[config.mk]
export PLATFORM = sky130hd
export DESIGN_NAME = sgd_run_ctrl_flat
export DESIGN_NICKNAME = d
export VERILOG_FILES = /design/src/rtl/sgd_run_ctrl_if.sv /design/src/rtl/sgd_run_ctrl.sv /design/src/flat_wrapper.sv
export SDC_FILE = /design/constraint.sdc
export NUM_CORES = 1
export LEC_CHECK = 0
export CORE_UTILIZATION = 47
export DETAILED_ROUTE_END_ITERATION = 10
export HOLD_SLACK_MARGIN = 0.12
export PLACE_DENSITY = 0.86
export SKIP_LAST_GASP = 1
export SYNTH_ARGS = -nofsm -noshare
export SYNTH_HDL_FRONTEND = slang
export SYNTH_SLANG_ARGS = --single-unit
[constraint.sdc]
create_clock -name CLK -period 6.4 [get_ports CLK]
set_clock_uncertainty 0.2 [all_clocks]
set_input_delay 1.28 -clock CLK [delete_from_list [all_inputs] [get_ports CLK]]
set_output_delay 1.28 -clock CLK [all_outputs]
set_load 0.02 [all_outputs]
[src/rtl/sgd_run_ctrl_if.sv]
// rtl/sgd_run_ctrl_if.sv - host, loader, engine and RAM signals of the run sequencer
interface sgd_run_ctrl_if #(
  parameter int ADDR_WIDTH = 12,
  parameter int FEAT_W     = 4,
  parameter int EPOCH_W    = 8,
  parameter int LR_W       = 4
);
  logic                  start;
  logic                  abort;
  logic                  skip_load;
  logic [FEAT_W-1:0]     cfg_feat;
  logic [EPOCH_W-1:0]    cfg_epoch;
  logic [LR_W-1:0]       cfg_lr;
  logic [ADDR_WIDTH-1:0] cfg_num_dp;
  logic                  ser_done;
  logic                  ser_wr_req;
  logic [ADDR_WIDTH-1:0] ser_addr;
  logic                  sgd_done;
  logic [ADDR_WIDTH-1:0] sgd_addr;
  logic                  ser_en;
  logic                  sgd_en;
  logic                  ram_we;
  logic                  ram_oe;
  logic [ADDR_WIDTH-1:0] ram_addr;
  logic [FEAT_W-1:0]     lat_feat;
  logic [EPOCH_W-1:0]    lat_epoch;
  logic [LR_W-1:0]       lat_lr;
  logic [ADDR_WIDTH-1:0] lat_num_dp;
  logic                  busy;
  logic                  done;
  logic                  err;
  logic [1:0]            err_code;
  logic [2:0]            state;

  modport master (
    output start, abort, skip_load, cfg_feat, cfg_epoch, cfg_lr, cfg_num_dp,
    output ser_done, ser_wr_req, ser_addr, sgd_done, sgd_addr,
    input  ser_en, sgd_en, ram_we, ram_oe, ram_addr,
    input  lat_feat, lat_epoch, lat_lr, lat_num_dp,
    input  busy, done, err, err_code, state
  );

  modport slave (
    input  start, abort, skip_load, cfg_feat, cfg_epoch, cfg_lr, cfg_num_dp,
    input  ser_done, ser_wr_req, ser_addr, sgd_done, sgd_addr,
    output ser_en, sgd_en, ram_we, ram_oe, ram_addr,
    output lat_feat, lat_epoch, lat_lr, lat_num_dp,
    output busy, done, err, err_code, state
  );
endinterface

[src/rtl/sgd_run_ctrl.sv]
// rtl/sgd_run_ctrl.sv - run sequencer: LOAD -> TRAIN -> WB -> DONE with abort, watchdog and errors
module sgd_run_ctrl #(
  parameter int ADDR_WIDTH   = 12,
  parameter int MAX_FEATURES = 15,
  parameter int FEAT_W       = 4,
  parameter int EPOCH_W      = 8,
  parameter int LR_W         = 4,
  parameter int TIMEOUT_W    = 24
) (
  input logic           CLK,
  input logic           RST,
  sgd_run_ctrl_if.slave bus
);

  typedef enum logic [2:0] {
    S_IDLE  = 3'd0,
    S_LOAD  = 3'd1,
    S_TRAIN = 3'd2,
    S_WB    = 3'd3,
    S_DONE  = 3'd4,
    S_ERR   = 3'd5
  } state_t;

  localparam logic [FEAT_W:0]      MAX_F   = MAX_FEATURES[FEAT_W:0];
  localparam logic [TIMEOUT_W-1:0] WD_ONE  = TIMEOUT_W'(1);
  // Firing one count early means the edge that would make the counter all-ones leaves the state.
  localparam logic [TIMEOUT_W-1:0] WD_LAST = ~WD_ONE;

  state_t                r_state;
  state_t                w_next;
  logic                  r_loaded;
  logic [TIMEOUT_W-1:0]  r_wdog;
  logic [1:0]            r_err_code;
  logic [FEAT_W-1:0]     r_lat_feat;
  logic [EPOCH_W-1:0]    r_lat_epoch;
  logic [LR_W-1:0]       r_lat_lr;
  logic [ADDR_WIDTH-1:0] r_lat_num_dp;

  logic                  w_can_start;
  logic                  w_accept;
  logic                  w_cfg_bad;
  logic                  w_no_data;
  logic                  w_timeout;
  logic                  w_active;
  logic                  w_tmo_err;
  logic                  w_ram_we;
  logic                  w_ram_oe;
  logic [ADDR_WIDTH-1:0] w_ram_addr;
  logic                  w_ser_en;
  logic                  w_sgd_en;
  logic                  w_busy;
  logic                  w_done;
  logic                  w_err;

  assign w_can_start = (r_state == S_IDLE) || (r_state == S_DONE) || (r_state == S_ERR);
  assign w_accept    = w_can_start && bus.start;
  assign w_cfg_bad   = (bus.cfg_num_dp == '0) || (bus.cfg_feat == '0) ||
                       ({1'b0, bus.cfg_feat} > MAX_F);
  assign w_no_data   = bus.skip_load && !r_loaded;
  assign w_active    = (r_state == S_LOAD) || (r_state == S_TRAIN);
  assign w_timeout   = w_active && (r_wdog == WD_LAST);
  assign w_tmo_err   = w_active && (w_next == S_ERR);

  always_ff @(posedge CLK) begin
    if (RST) r_state <= S_IDLE;
    else     r_state <= w_next;
  end

  // Priority inside each busy state: abort, then the done level, then the watchdog.
  always_comb begin
    w_next = r_state;
    case (r_state)
      S_IDLE, S_DONE, S_ERR: begin
        if (bus.start) begin
          if (w_cfg_bad || w_no_data) w_next = S_ERR;
          else if (bus.skip_load)     w_next = S_TRAIN;
          else                        w_next = S_LOAD;
        end
      end
      S_LOAD: begin
        if (bus.abort)         w_next = S_IDLE;
        else if (bus.ser_done) w_next = S_TRAIN;
        else if (w_timeout)    w_next = S_ERR;
      end
      S_TRAIN: begin
        if (bus.abort)         w_next = S_IDLE;
        else if (bus.sgd_done) w_next = S_WB;
        else if (w_timeout)    w_next = S_ERR;
      end
      S_WB: begin
        if (bus.abort) w_next = S_IDLE;
        else           w_next = S_DONE;
      end
      default: w_next = S_IDLE;
    endcase
  end

  always_comb begin
    w_ram_we   = 1'b0;
    w_ram_oe   = 1'b0;
    w_ram_addr = '0;
    w_ser_en   = 1'b0;
    w_sgd_en   = 1'b0;
    w_busy     = 1'b0;
    w_done     = 1'b0;
    w_err      = 1'b0;
    case (r_state)
      S_LOAD: begin
        w_ser_en   = 1'b1;
        w_busy     = 1'b1;
        w_ram_addr = bus.ser_addr;
        w_ram_we   = bus.ser_wr_req && !bus.ser_done && !RST;
      end
      S_TRAIN: begin
        w_sgd_en   = 1'b1;
        w_busy     = 1'b1;
        w_ram_addr = bus.sgd_addr;
        w_ram_oe   = 1'b1;
      end
      S_WB: begin
        w_sgd_en   = 1'b1;
        w_busy     = 1'b1;
        w_ram_addr = bus.sgd_addr;
        w_ram_we   = !RST;
      end
      S_DONE: begin
        w_sgd_en = 1'b1;
        w_done   = 1'b1;
      end
      S_ERR:   w_err = 1'b1;
      default: ;
    endcase
  end

  always_ff @(posedge CLK) begin
    if (RST) begin
      r_loaded     <= 1'b0;
      r_wdog       <= '0;
      r_err_code   <= 2'd0;
      r_lat_feat   <= '0;
      r_lat_epoch  <= '0;
      r_lat_lr     <= '0;
      r_lat_num_dp <= '0;
    end else begin
      if (w_next != r_state) r_wdog <= '0;
      else if (w_active)     r_wdog <= r_wdog + WD_ONE;

      if (w_accept) begin
        r_lat_feat   <= bus.cfg_feat;
        r_lat_epoch  <= bus.cfg_epoch;
        r_lat_lr     <= bus.cfg_lr;
        r_lat_num_dp <= bus.cfg_num_dp;
        if (w_cfg_bad)      r_err_code <= 2'd1;
        else if (w_no_data) r_err_code <= 2'd2;
        else                r_err_code <= 2'd0;
        if (!w_cfg_bad && !bus.skip_load) r_loaded <= 1'b0;
      end

      if (r_state == S_LOAD && bus.abort)                       r_loaded <= 1'b0;
      else if (r_state == S_LOAD && w_next == S_TRAIN)          r_loaded <= 1'b1;
      if (w_tmo_err) begin
        r_loaded   <= 1'b0;
        r_err_code <= 2'd3;
      end
    end
  end

  assign bus.ram_we     = w_ram_we;
  assign bus.ram_oe     = w_ram_oe;
  assign bus.ram_addr   = w_ram_addr;
  assign bus.ser_en     = w_ser_en;
  assign bus.sgd_en     = w_sgd_en;
  assign bus.busy       = w_busy;
  assign bus.done       = w_done;
  assign bus.err        = w_err;
  assign bus.err_code   = r_err_code;
  assign bus.state      = r_state;
  assign bus.lat_feat   = r_lat_feat;
  assign bus.lat_epoch  = r_lat_epoch;
  assign bus.lat_lr     = r_lat_lr;
  assign bus.lat_num_dp = r_lat_num_dp;

endmodule

[src/flat_wrapper.sv]
// flat-port wrapper written by rule: the top's interface ports become plain ports
module sgd_run_ctrl_flat 
#(
  parameter int ADDR_WIDTH   = 12,
  parameter int MAX_FEATURES = 15,
  parameter int FEAT_W       = 4,
  parameter int EPOCH_W      = 8,
  parameter int LR_W         = 4,
  parameter int TIMEOUT_W    = 24
)
  (CLK, RST, bus_start, bus_abort, bus_skip_load, bus_cfg_feat, bus_cfg_epoch, bus_cfg_lr, bus_cfg_num_dp, bus_ser_done, bus_ser_wr_req, bus_ser_addr, bus_sgd_done, bus_sgd_addr, bus_ser_en, bus_sgd_en, bus_ram_we, bus_ram_oe, bus_ram_addr, bus_lat_feat, bus_lat_epoch, bus_lat_lr, bus_lat_num_dp, bus_busy, bus_done, bus_err, bus_err_code, bus_state);
  sgd_run_ctrl_if #(.ADDR_WIDTH(ADDR_WIDTH), .FEAT_W(FEAT_W), .EPOCH_W(EPOCH_W), .LR_W(LR_W)) bus_i ();
  input logic CLK;
  input logic RST;
  input wire logic [$bits(bus_i.start)-1:0] bus_start;
  input wire logic [$bits(bus_i.abort)-1:0] bus_abort;
  input wire logic [$bits(bus_i.skip_load)-1:0] bus_skip_load;
  input wire logic [$bits(bus_i.cfg_feat)-1:0] bus_cfg_feat;
  input wire logic [$bits(bus_i.cfg_epoch)-1:0] bus_cfg_epoch;
  input wire logic [$bits(bus_i.cfg_lr)-1:0] bus_cfg_lr;
  input wire logic [$bits(bus_i.cfg_num_dp)-1:0] bus_cfg_num_dp;
  input wire logic [$bits(bus_i.ser_done)-1:0] bus_ser_done;
  input wire logic [$bits(bus_i.ser_wr_req)-1:0] bus_ser_wr_req;
  input wire logic [$bits(bus_i.ser_addr)-1:0] bus_ser_addr;
  input wire logic [$bits(bus_i.sgd_done)-1:0] bus_sgd_done;
  input wire logic [$bits(bus_i.sgd_addr)-1:0] bus_sgd_addr;
  output wire logic [$bits(bus_i.ser_en)-1:0] bus_ser_en;
  output wire logic [$bits(bus_i.sgd_en)-1:0] bus_sgd_en;
  output wire logic [$bits(bus_i.ram_we)-1:0] bus_ram_we;
  output wire logic [$bits(bus_i.ram_oe)-1:0] bus_ram_oe;
  output wire logic [$bits(bus_i.ram_addr)-1:0] bus_ram_addr;
  output wire logic [$bits(bus_i.lat_feat)-1:0] bus_lat_feat;
  output wire logic [$bits(bus_i.lat_epoch)-1:0] bus_lat_epoch;
  output wire logic [$bits(bus_i.lat_lr)-1:0] bus_lat_lr;
  output wire logic [$bits(bus_i.lat_num_dp)-1:0] bus_lat_num_dp;
  output wire logic [$bits(bus_i.busy)-1:0] bus_busy;
  output wire logic [$bits(bus_i.done)-1:0] bus_done;
  output wire logic [$bits(bus_i.err)-1:0] bus_err;
  output wire logic [$bits(bus_i.err_code)-1:0] bus_err_code;
  output wire logic [$bits(bus_i.state)-1:0] bus_state;
  assign bus_i.start = bus_start;
  assign bus_i.abort = bus_abort;
  assign bus_i.skip_load = bus_skip_load;
  assign bus_i.cfg_feat = bus_cfg_feat;
  assign bus_i.cfg_epoch = bus_cfg_epoch;
  assign bus_i.cfg_lr = bus_cfg_lr;
  assign bus_i.cfg_num_dp = bus_cfg_num_dp;
  assign bus_i.ser_done = bus_ser_done;
  assign bus_i.ser_wr_req = bus_ser_wr_req;
  assign bus_i.ser_addr = bus_ser_addr;
  assign bus_i.sgd_done = bus_sgd_done;
  assign bus_i.sgd_addr = bus_sgd_addr;
  assign bus_ser_en = bus_i.ser_en;
  assign bus_sgd_en = bus_i.sgd_en;
  assign bus_ram_we = bus_i.ram_we;
  assign bus_ram_oe = bus_i.ram_oe;
  assign bus_ram_addr = bus_i.ram_addr;
  assign bus_lat_feat = bus_i.lat_feat;
  assign bus_lat_epoch = bus_i.lat_epoch;
  assign bus_lat_lr = bus_i.lat_lr;
  assign bus_lat_num_dp = bus_i.lat_num_dp;
  assign bus_busy = bus_i.busy;
  assign bus_done = bus_i.done;
  assign bus_err = bus_i.err;
  assign bus_err_code = bus_i.err_code;
  assign bus_state = bus_i.state;
  sgd_run_ctrl #(.ADDR_WIDTH(ADDR_WIDTH), .MAX_FEATURES(MAX_FEATURES), .FEAT_W(FEAT_W), .EPOCH_W(EPOCH_W), .LR_W(LR_W), .TIMEOUT_W(TIMEOUT_W)) u_core (.CLK(CLK), .RST(RST), .bus(bus_i));
endmodule
==> results of run 1 <==
[through the flow]
| stage | total power, mW | utilization | std cells |
|---|---|---|---|
| 2_1_floorplan | 0.4860 | - | 355 |
| 3_3_place_gp | 0.5741 | 0.6995 | 519 |
| 3_5_place_dp | 0.5786 | 0.6995 | 519 |
| 4_1_cts | 0.9760 | 0.7416 | 535 |
| 5_1_grt | 1.011 | 0.7416 | 535 |
| 6_report | 0.9706 | 0.7416 | 535 |
[worst register-to-register path: stages, from the launching register on]
cell       delay, ns
dfxtp_1         0.74
xor2_1          0.26
nand4_1         0.14
or3_1           0.37
or4_4           0.56
a31oi_4         0.62
a2111oi_0       0.17
[sequential cells by signal, summed over array words and instances (netlist names)]
signal and count:
u_core.bus.lat_lr 4, u_core.bus.lat_feat 4, u_core.bus.err_code 2, u_core.bus.state 3
u_core.bus.lat_num_dp 12, u_core.r_loaded 1, u_core.r_wdog 24, u_core.bus.lat_epoch 8
[cell usage after synthesis (7+ instances only)]
cell	n	area (um2)
inv_1	8	30.03
nor2_1	18	67.56
nand3_1	12	60.06
nor4_1	12	75.07
xnor2_1	19	166.4
nor3_1	30	150.1
dfxtp_1	58	1161
a21oi_1	35	175.2
nand4_1	8	50.05
a22o_1	12	105.1
nand2_1	71	266.5
xor2_1	7	61.31
clkbuf_1	16	60.06
[how the worst min path moves through the flow]
stage | startpoint | to | slack, ns | cells past startpoint
CTS | u_core.bus.lat_epoch[1]$_SDFFE_PP0P_ | u_core.bus.lat_epoch[1]$_SDFFE_PP0P_ | 0.26 | 2
floorplan | u_core.r_wdog[1]$_SDFFE_PP0P_ | u_core.r_wdog[1]$_SDFFE_PP0P_ | 0.30 | 2
global route | u_core.bus.lat_num_dp[3]$_SDFFE_PP0P_ | u_core.bus.lat_num_dp[3]$_SDFFE_PP0P_ | 0.28 | 2
global placement | u_core.bus.lat_epoch[6]$_SDFFE_PP0P_ | u_core.bus.lat_epoch[6]$_SDFFE_PP0P_ | 0.24 | 2
detailed placement | u_core.bus.lat_epoch[7]$_SDFFE_PP0P_ | u_core.bus.lat_epoch[7]$_SDFFE_PP0P_ | 0.25 | 2
finish | u_core.bus.lat_epoch[1]$_SDFFE_PP0P_ | u_core.bus.lat_epoch[1]$_SDFFE_PP0P_ | 0.26 | 2
[area by class of cell]
type                       instances  share of cell area
clock buffer                      12             0.03947
timing repair buffer             114              0.2709
clock inverter                     4             0.01734
multi-input combinational        267              0.3660
sequential                        58              0.2775
inverter                           8            0.007177
tap                               72             0.02153
[layer usage]
layer,vias up,track usage,wire length (um)
li1,1464,-,-
met1,1363,0.3195,3468
met5,-,0,0
met4,0,0.09455,138
met2,100,0.4359,3910
met3,16,0.1177,601
[cells by family (layout without fill, tap and decap cells)]
logic type                 Yosys count  after routing  share of synthesized area
buffers and inverters               30            138                    0.04745
muxes                                1              1                   0.003548
xor gates and xnor gates            26             26                    0.08071
DFF                                 58             58                     0.4115
and+or+nand+nor                    176            176                     0.3029
AOI/OAI and AO/OA                   62             62                     0.1450
adders and majority gates            2              2                   0.008868
[placed cells by master, fill, tap and decap left out, types with 3 or more instances in the layout]
| cell | count |
|---|---|
| inv_1 | 8 |
| nor3_1 | 30 |
| nand4_1 | 8 |
| nor2b_1 | 3 |
| xor2_1 | 7 |
| or3_1 | 4 |
| nor2_1 | 18 |
| nand3_1 | 12 |
| nor4_1 | 12 |
| clkbuf_8 | 12 |
| a22o_1 | 12 |
| a21oi_1 | 35 |
| clkdlybuf4s50_1 | 111 |
| and4_1 | 3 |
| nand2_1 | 71 |
| xnor2_1 | 19 |
| buf_4 | 3 |
| dfxtp_1 | 58 |
[report_power, final]
group | internal, mW | switching, mW | total, mW
registers | 0.375 | 0.0128 | 0.388
logic | 0.0889 | 0.0942 | 0.183
clock network | 0.250 | 0.149 | 0.399
total | 0.715 | 0.256 | 0.971
==> summary.txt, run 1 <==
Layout
  • Share of cells above drive strength 1: 0.05832
  • Multi-input gate area: 1531 um2
  • Layout area overhead: 48.29%
  • Design area: roughly 4200 um2
  • Final Net Count: 520
  • FF+latch area: 1161 um2
  • Fill cell count: 405
  • Antenna diode instance count: 0

Die
  • Die area: between 6000 and 7000 um2
  • Core Box Area: 5642 um2
  • Die Y: ~79 um
  • # rows: 27
  • IO Count: 112
  • Die width: 79.48 um
  • Initial core utilization: 0.5001

Setup path
  • Worst path depth: 4
  • R2r endpoint: u_core.r_wdog[1]$_SDFFE_PP0P_
  • Max incr delay on CP: 0.70 ns
  • Peak fanout along the critical path: 15
  • Critical path data arrival time: around 2.8 ns
  • Crit Path Category: flop to output port
  • CP top delay family: simple AND/OR/NAND/NOR gates
  • CP Cell Sequence: nand2b_1 -> nor2_1 -> a22o_1 -> clkdlybuf4s50_1
  • Worst setup SP type: flop
  • Worst setup startpoint: u_core.bus.state[0]$_SDFF_PP0_
  • Slowest stage cell, crit path: nor2_1
  • End of the critical path: bus_ram_addr[0]
  • R2R Setup Slk: 3.19 ns
  • Worst path bufs/invs: 1
  • FF-to-FF Start: u_core.bus.state[1]$_SDFF_PP0_
  • Worst Path Required: 4.92 ns
  • Reg2reg path depth: 6
  • Critical Path End Type: output port

Place
  • Detailed placer's ending HPWL: 5752 um
  • Place WS: 2.121 ns
  • Placement Cell Area: 3946 um2
  • IO Port Bufs: 111
  • Final RePlAce weighted congestion: 0.8478

GRT
  • Initial antenna violation count: 0
  • GR Util All Layers: 0.2713
  • Global-route wire length before repair: 13,410 um
  • GR Overflow Total: 0
  • Vias in the first global route: a little under 3,000
  • Largest net degree at the start of global routing: 37

STA
  • Slew @ Worst Pin: roughly 0.96 ns
  • Final setup violation count: 0
  • Max-slew violation count: 0
  • Setup tns final: 0 ns
  • Unrepaired setup endpoints after global routing: false
  • Fin worst setup slack: 2.107 ns
  • Min cycle time layout: 4.293 ns
  • Max Clk Rate: 232.9 MHz
  • Slew margin rel.: 0.3591
  • Final hold vios: 0
  • Crit share post-route: 0.6708
  • Fin Hold WS: 0.2560 ns

Synth
  • Library cells used by synthesis: 44
  • Syn avg cell area: just under 8 um2
  • Post-synth EDFFs: 0
  • Mapped cell area: 2821 um2
  • Syn_nets: ~420
  • Most used DFF post-synth: dfxtp_1
  • Ys async rst share: 0
  • Sequential element share of the synthesized area: 0.4115
  • Mapped Cells: 355
  • Synthesis Warnings: 0
  • Seq cells post-synth: 58

Power and ir drop
  • Cell Pwr Density: 232.0 nW/um2
  • Worst ir drop on vdd: 219.1 uV
  • P_leak: ~1.4 nW

CTS
  • Clock root buffer: clkbuf_8
  • Worst-Skew Late Latency: roughly 0.34 ns
  • CTS H-tree depth: 3
  • Setup Fix Bufs, Post-CTS: 0
  • CTS Sinks: 58
  • CTS resizes: 0
  • CTS tree: yes
  • Worst-path clk slew: 0.07 ns
  • CTS Hold Bufs: 0
  • CTS Buf Count: 9
  • Longest Clk Path Bufs: 2

Detailed routing
  • Via count: 2,943
  • Post-DR vias/cell: 5.501
  • Drt initial violations: 160
  • Pre-antenna DRT Iters: 4
  • Detail Route Antenna Nets: 0
  • Final wirelength: 8119 um
  • Drt drc: 0
  • Avg WL per Cell: 15.18 um

Outcome
  • Run status: finished clean

Hold path
  • HP Class: flop to flop

Run
  • Max-Cap Viols: 0
No activity file was read; power rests on OpenSTA's default activity.
==> run 2, diff against run 1 <==
--- a/config.mk
+++ b/config.mk
@@ -5,10 +5,10 @@
 export SDC_FILE = /design/constraint.sdc
 export NUM_CORES = 1
 export LEC_CHECK = 0
-export CORE_UTILIZATION = 47
+export CORE_UTILIZATION = 39
 export DETAILED_ROUTE_END_ITERATION = 10
 export HOLD_SLACK_MARGIN = 0.12
-export PLACE_DENSITY = 0.86
+export PLACE_DENSITY = 0.76
 export SKIP_LAST_GASP = 1
 export SYNTH_ARGS = -nofsm -noshare
 export SYNTH_HDL_FRONTEND = slang
==> constraint.sdc (replaced) <==
create_clock -name CLK -period 3.71 [get_ports CLK]
set_clock_uncertainty 0.2 [all_clocks]
set_input_delay 0.742 -clock CLK [delete_from_list [all_inputs] [get_ports CLK]]
set_output_delay 0.742 -clock CLK [all_outputs]
set_load 0.02 [all_outputs]
==> summary.txt, run 2 (same netlist as run 1, synthesis figures left out) <==
Outcome
  • Run status: finished clean

Layout
  • Final core utilization: 0.6107 (-0.1309)
  • Share of cells above drive strength 1: 0.06838 (+0.01006)
  • Max reg flops: 24 (unchanged)
  • Design area: 4218 um2 (+0.81%)
  • Reg with most FFs: u_core.r_wdog
  • Final Net Count: 525 (+0.96%)
  • Most common cell after layout, fill and taps aside: clkdlybuf4s50_1
  • Layout area overhead: 49.49%
  • Non-Filler Instances: 564 (+5.4%)
  • Commonest non-fill, non-tap cells in the layout: 111 x clkdlybuf4s50_1, 71 x nand2_1, 58 x dfxtp_1
  • Antenna diode instance count: 0 (unchanged)

Detailed routing
  • Via count: 2,870 (-2.5%)
  • Avg WL per Cell: 13.70 um (-9.7%)
  • Post-DR vias/cell: 5.089 (-7.5%)
  • Pre-antenna DRT Iters: 4 (unchanged)
  • Detail Route Antenna Nets: 0 (unchanged)
  • Drt initial violations: 108 (-33%)
  • Final wirelength: 7725 um (-4.9%)
  • Drt drc: 0 (unchanged)

GRT
  • Met1 Use GR: 0.2531 (-0.06645)
  • Largest net degree at the start of global routing: 37 (unchanged)
  • Met2 usage: 0.3329 (-0.1030)
  • Met3 Resource Use GR: 0.09668 (-0.02103)
  • GR Overflow Total: 0 (unchanged)
  • Initial antenna violation count: 0 (unchanged)
  • GRT busiest layer: met2
  • Vias in the first global route: 2,711 (-7.7%)
  • GR Util All Layers: 0.2124 (-0.05881)
  • Global-route wire length before repair: 12,490 um (-6.9%)

Place
  • Placed Cells incl. Taps: 548 (+5.6%)
  • IO Port Bufs: 111 (unchanged)
  • Detailed placer's ending HPWL: 5572 um (-3.1%)
  • Final RePlAce weighted congestion: 0.8621 (+1.7%)
  • Placement Cell Area: 4014 um2 (+1.7%)

Hold path
  • HP Class: flop to flop
  • Hold Path Depth: 2 (unchanged)
  • Hold_sp: u_core.bus.lat_epoch[1]$_SDFFE_PP0P_

CTS
  • Clock root buffer: clkbuf_8
  • CTS H-tree depth: 3 (unchanged)
  • Longest Clk Path Bufs: 2 (unchanged)
  • CTS resizes: 0 (unchanged)
  • CTS Hold Bufs: 0 (unchanged)
  • Worst-path clk slew: 0.06 ns (about the same)
  • CTS tree: yes
  • Setup Fix Bufs, Post-CTS: 0 (unchanged)
  • CTS Buf Count: 9 (unchanged)
  • CTS Sinks: 58 (unchanged)
  • Worst-Skew Late Latency: 0.34 ns (about the same)

Setup path
  • Worst path depth: 3 (-1)
  • Slowest stage cell, crit path: nor2b_1
  • Critical path data arrival time: 2.51 ns (-0.30 ns)
  • Worst path bufs/invs: 1 (unchanged)
  • Max incr delay on CP: 0.79 ns (+0.09 ns)
  • Critical Path End Type: output port
  • Crit Path Category: flop to output port
  • Worst setup SP type: flop
  • Reg2reg path depth: 7 (+1)
  • FF-to-FF Start: u_core.r_wdog[12]$_SDFFE_PP0P_
  • R2R Setup Slk: 0.81 ns (-2.38 ns)
  • CP top delay family: simple AND/OR/NAND/NOR gates
  • Worst setup startpoint: u_core.bus.state[2]$_SDFF_PP0_
  • Worst Path Required: 2.77 ns (-2.15 ns)
  • CP Cell Sequence: nor2b_1 -> a22o_1 -> clkdlybuf4s50_1
  • Peak fanout along the critical path: 17 (+2)

STA
  • Final setup violation count: 0 (unchanged)
  • Unrepaired setup endpoints after global routing: false
  • Slew margin rel.: 0.3943 (+0.03518)
  • Final hold vios: 0 (unchanged)
  • Min cycle time layout: roughly 3.5 ns
  • Crit share post-route: 0.9300
  • Setup tns final: 0 ns (unchanged)
  • Slew @ Worst Pin: 0.9067 ns (-0.05232 ns)
  • Max Clk Rate: approximately 290 MHz
  • Max-slew violation count: 0 (unchanged)

Die
  • Die width: 87.06 um (+9.5%)
  • IO Count: 112 (unchanged)
  • Initial core utilization: 0.4085 (-0.09160)
  • Die area: 7579 um2 (+20%)
  • Die Y: 87.06 um (+9.5%)
  • Core Box Area: 6907 um2 (+22%)
  • # rows: 30 (+11%)

Power and ir drop
  • P_leak: 1.450 nW (+0.83%)
  • Cell Pwr Density: 374.7 nW/um2 (+62%)
  • Worst ir drop on vdd: 273.4 uV (+25%)

Run
  • Max-Cap Viols: 0 (unchanged)
## run 2: final timing paths
| kind | to |
|---|---|
| max | bus_ram_addr[7] |
| min | u_core.bus.lat_epoch[1]$_SDFFE_PP0P_ |
| max reg2reg | u_core.r_wdog[11]$_SDFFE_PP0P_ |
| min reg2reg | u_core.bus.lat_epoch[1]$_SDFFE_PP0P_ |
## run 2: cell type report
| cell class | count | area, um2 |
|---|---|---|
| fillers | 637 | 2689 |
| clock inverters | 5 | 52.55 |
| multi-input cells | 267 | 1531 |
| clock buffers | 11 | 151.4 |
| repair buffers | 119 | 1171 |
| well taps | 96 | 120.1 |
| flip-flops and latches | 58 | 1161 |
| inverters | 8 | 30.03 |
## run 2: routing by layer
metal	vias to the layer above	routed length (um)
met5	-	0
met2	82	3547
met3	10	706
met1	1315	3355
li1	1463	-
met4	0	116
## run 2: tightest hold or removal path, cell delays in order, from the launching register on
cell and delay (ns):
dfxtp_1 0.31, nand2_1 0.05, a21oi_1 0.05
## run 2: power breakdown
group          switching, mW  total, mW  internal [mW]
clock network          0.251      0.593          0.343
registers             0.0201      0.668          0.648
logic                  0.161      0.319          0.158
total                  0.432       1.58           1.15
## run 2: per-stage QoR
step / hold slack, ns / power [mW] / worst slack, ns
final: 0.2536 / 1.580 / 0.2597
after global routing: 0.2762 / 1.646 / 0.1127
after CTS: 0.2542 / 1.593 / 0.2662
after detailed placement: 0.2457 / 1.001 / 0.4461
after global placement: 0.2405 / 0.9968 / 0.4772
after floorplan: 0.3032 / 0.8385 / 0.9549
==> run 3, diff against run 2 <==
==> constraint.sdc (replaced) <==
create_clock -name CLK -period 3.71 [get_ports CLK]
set_clock_uncertainty 0.2 [all_clocks]
set_input_delay 0.742 -clock CLK [delete_from_list [all_inputs] [get_ports CLK]]
set_output_delay 0.742 -clock CLK [all_outputs]
set_load 0.1 [all_outputs]
==> summary.txt, run 3 (same netlist as run 1, synthesis figures left out) <==
Outcome
  • Run status: finished clean

Setup path
  • CP Cell Sequence: buf_4 -> nand2b_1 -> nor2_1 -> buf_4 -> a22o_2 -> buf_12
  • Peak fanout along the critical path: 14 (-3)
  • Worst Path Required: 2.77 ns (about the same)
  • Worst path depth: 6 (+3)
  • Most used cell along the critical path: buf_4
  • Crit Path Category: flop to output port
  • Critical path data arrival time: 2.08 ns (-0.43 ns)
  • Worst path bufs/invs: 3 (+2)
  • CP top delay family: buffers and inverters
  • Max incr delay on CP: 0.60 ns (-0.19 ns)
  • Worst setup SP type: flop
  • Critical Path End Type: output port
  • Slowest stage cell, crit path: dfxtp_1
  • Reg2reg path depth: 7 (unchanged)

Die
  • Die width: 87.06 um (unchanged)
  • # rows: 30 (unchanged)
  • Die Y: 87.06 um (unchanged)
  • Die area: 7579 um2 (unchanged)
  • Initial core utilization: 0.4085 (unchanged)
  • Core Box Area: 6907 um2 (unchanged)
  • IO Count: 112 (unchanged)

Run
  • Max-Cap Viols: 0 (unchanged)

Place
  • Placed Cells incl. Taps: 551 (+0.55%)
  • Detailed placer's ending HPWL: 5871 um (+5.4%)
  • IO Port Bufs: 111 (unchanged)
  • Place WS: 0.4023 ns (-0.04375 ns)
  • Final RePlAce weighted congestion: 0.8810 (+2.2%)

Detailed routing
  • Drt drc: 0 (unchanged)
  • Detail Route Antenna Nets: 0 (unchanged)
  • Final wirelength: 8056 um (+4.3%)
  • Drt initial violations: 134 (+24%)
  • Via count: 2,956 (+3.0%)
  • Avg WL per Cell: 14.21 um (+3.7%)
  • Pre-antenna DRT Iters: 4 (unchanged)
  • Post-DR vias/cell: 5.213 (+2.5%)

STA
  • Slew @ Worst Pin: 0.9988 ns (+0.09206 ns)
  • Max-slew violation count: 0 (unchanged)
  • Crit share post-route: 0.8137 (-0.1163)
  • Final hold vios: 0 (unchanged)
  • Fin worst setup slack: 0.6911 ns (+0.4314 ns)
  • Setup tns final: 0 ns (unchanged)
  • Slew margin rel.: 0.3321 (-0.06221)
  • Final setup violation count: 0 (unchanged)
  • Min cycle time layout: 3.019 ns (-0.4314 ns)
  • Unrepaired setup endpoints after global routing: false
  • Max Clk Rate: 331.2 MHz (+14%)

Layout
  • Multi-input gate area: 1573 um2 (+2.7%)
  • Antenna diode instance count: 0 (unchanged)
  • Non-Filler Instances: 567 (+0.53%)
  • Share of cells above drive strength 1: 0.1507 (+0.08237)
  • Commonest non-fill, non-tap cells in the layout: 88 x clkdlybuf4s50_1, 71 x nand2_1, 58 x dfxtp_1
  • Final Net Count: 528 (+0.57%)
  • Fill cell count: 604 (-5.2%)
  • Most common cell after layout, fill and taps aside: clkdlybuf4s50_1
  • Layout area overhead: 54.99%
  • Reg with most FFs: u_core.r_wdog
  • FF+latch area: 1161 um2 (unchanged)
  • Final core utilization: 0.6332 (+0.02246)
  • Max reg flops: 24 (unchanged)

CTS
  • Worst-path clk slew: 0.06 ns (about the same)
  • CTS resizes: 0 (unchanged)
  • CTS tree: yes
  • Longest Clk Path Bufs: 2 (unchanged)
  • Setup Fix Bufs, Post-CTS: 0 (unchanged)
  • CTS H-tree depth: 3 (unchanged)
  • Worst-Skew Late Latency: 0.34 ns (about the same)
  • CTS Sinks: 58 (unchanged)
  • Clock root buffer: clkbuf_8
  • CTS Buf Count: 9 (unchanged)
  • CTS Hold Bufs: 0 (unchanged)

GRT
  • GR Overflow Total: 0 (unchanged)
  • Largest net degree at the start of global routing: 35 (-5.4%)
  • GR Util All Layers: 0.2241 (+0.01166)
  • Global-route wire length before repair: 13,340 um (+6.8%)
  • Initial antenna violation count: 0 (unchanged)
  • Vias in the first global route: 2,840 (+4.8%)

Power and ir drop
  • Seq pwr share: 0.377 (-0.046)
  • Pint: 1.117 mW (-2.8%)
  • Sw Pwr: 652.8 uW (+51%)
  • P_leak: 1.543 nW (+6.4%)
  • Cell Pwr Density: 404.7 nW/um2 (+8.0%)
  • Pwr Total: 1.770 mW (+12%)
  • Switching share of power: 0.3689 (+0.09570)
  • Worst ir drop on vdd: 260.6 uV (-4.7%)
  • Gate power share: 0.313 (+0.111)
  • Clock group share of total power: 0.310 (-0.065)

Hold path
  • HP Class: flop to flop
  • Hold Path Depth: 2 (unchanged)
-- run 3: changes by cell type in the layout (fill, tap and decap cells not counted), sizes merged --
cell and change:
clkbuf +1, bufinv -1, clkdlybuf4s50 -23, clkinvlp +1, clkinv -1, buf +26
-- run 3: stage by stage --
stage | hold WS, ns | instance area (um2)
5_1_grt | 0.2813 | 4373
3_5_place_dp | 0.2462 | 4183
6_report | 0.2521 | 4373
4_1_cts | 0.2551 | 4373
2_1_floorplan | 0.3032 | 2864
3_3_place_gp | 0.2409 | 4183
-- run 3: worst paths after layout --
check                                    startpoint                           endpoint  slack (ns)
setup / recovery     u_core.bus.state[1]$_SDFF_PP0_                    bus_ram_addr[2]        0.69
hold / removal    u_core.bus.lat_lr[0]$_SDFFE_PP0P_  u_core.bus.lat_lr[0]$_SDFFE_PP0P_        0.25
setup reg to reg     u_core.bus.state[0]$_SDFF_PP0_      u_core.r_wdog[8]$_SDFFE_PP0P_        0.74
hold reg to reg   u_core.bus.lat_lr[0]$_SDFFE_PP0P_  u_core.bus.lat_lr[0]$_SDFFE_PP0P_        0.25
-- run 3: power by group through the flow --
stage               clock network [mW]  registers, mW  logic [mW]
detailed placement                   0          0.680       0.555
finish                           0.548          0.667       0.555
CTS                              0.558          0.667       0.557
global placement                     0          0.680       0.551
global route                     0.583          0.670       0.581
floorplan                            0          0.846       0.207
-- run 3: area by class of cell --
cell class	count	share of cell area
multi-input combinational	267	0.3597
inverter	8	0.006867
sequential	58	0.2655
timing repair buffer	122	0.2970
clock buffer	12	0.03777
tap	96	0.02747
clock inverter	4	0.005722
-- run 3: layer usage --
layer	global-route usage	routed length, um
met5	0	0
met4	0.08485	137
met3	0.08531	578
met2	0.3722	4016
met1	0.2611	3324
-- run 3: worst reg2reg max path, cell delays in order (launching register included) --
cell and delay (ns):
dfxtp_1 0.71, xor2_1 0.23, nand4_1 0.13, or3_1 0.35
or4_4 0.55, a31oi_4 0.32, buf_4 0.28, nor3_1 0.08
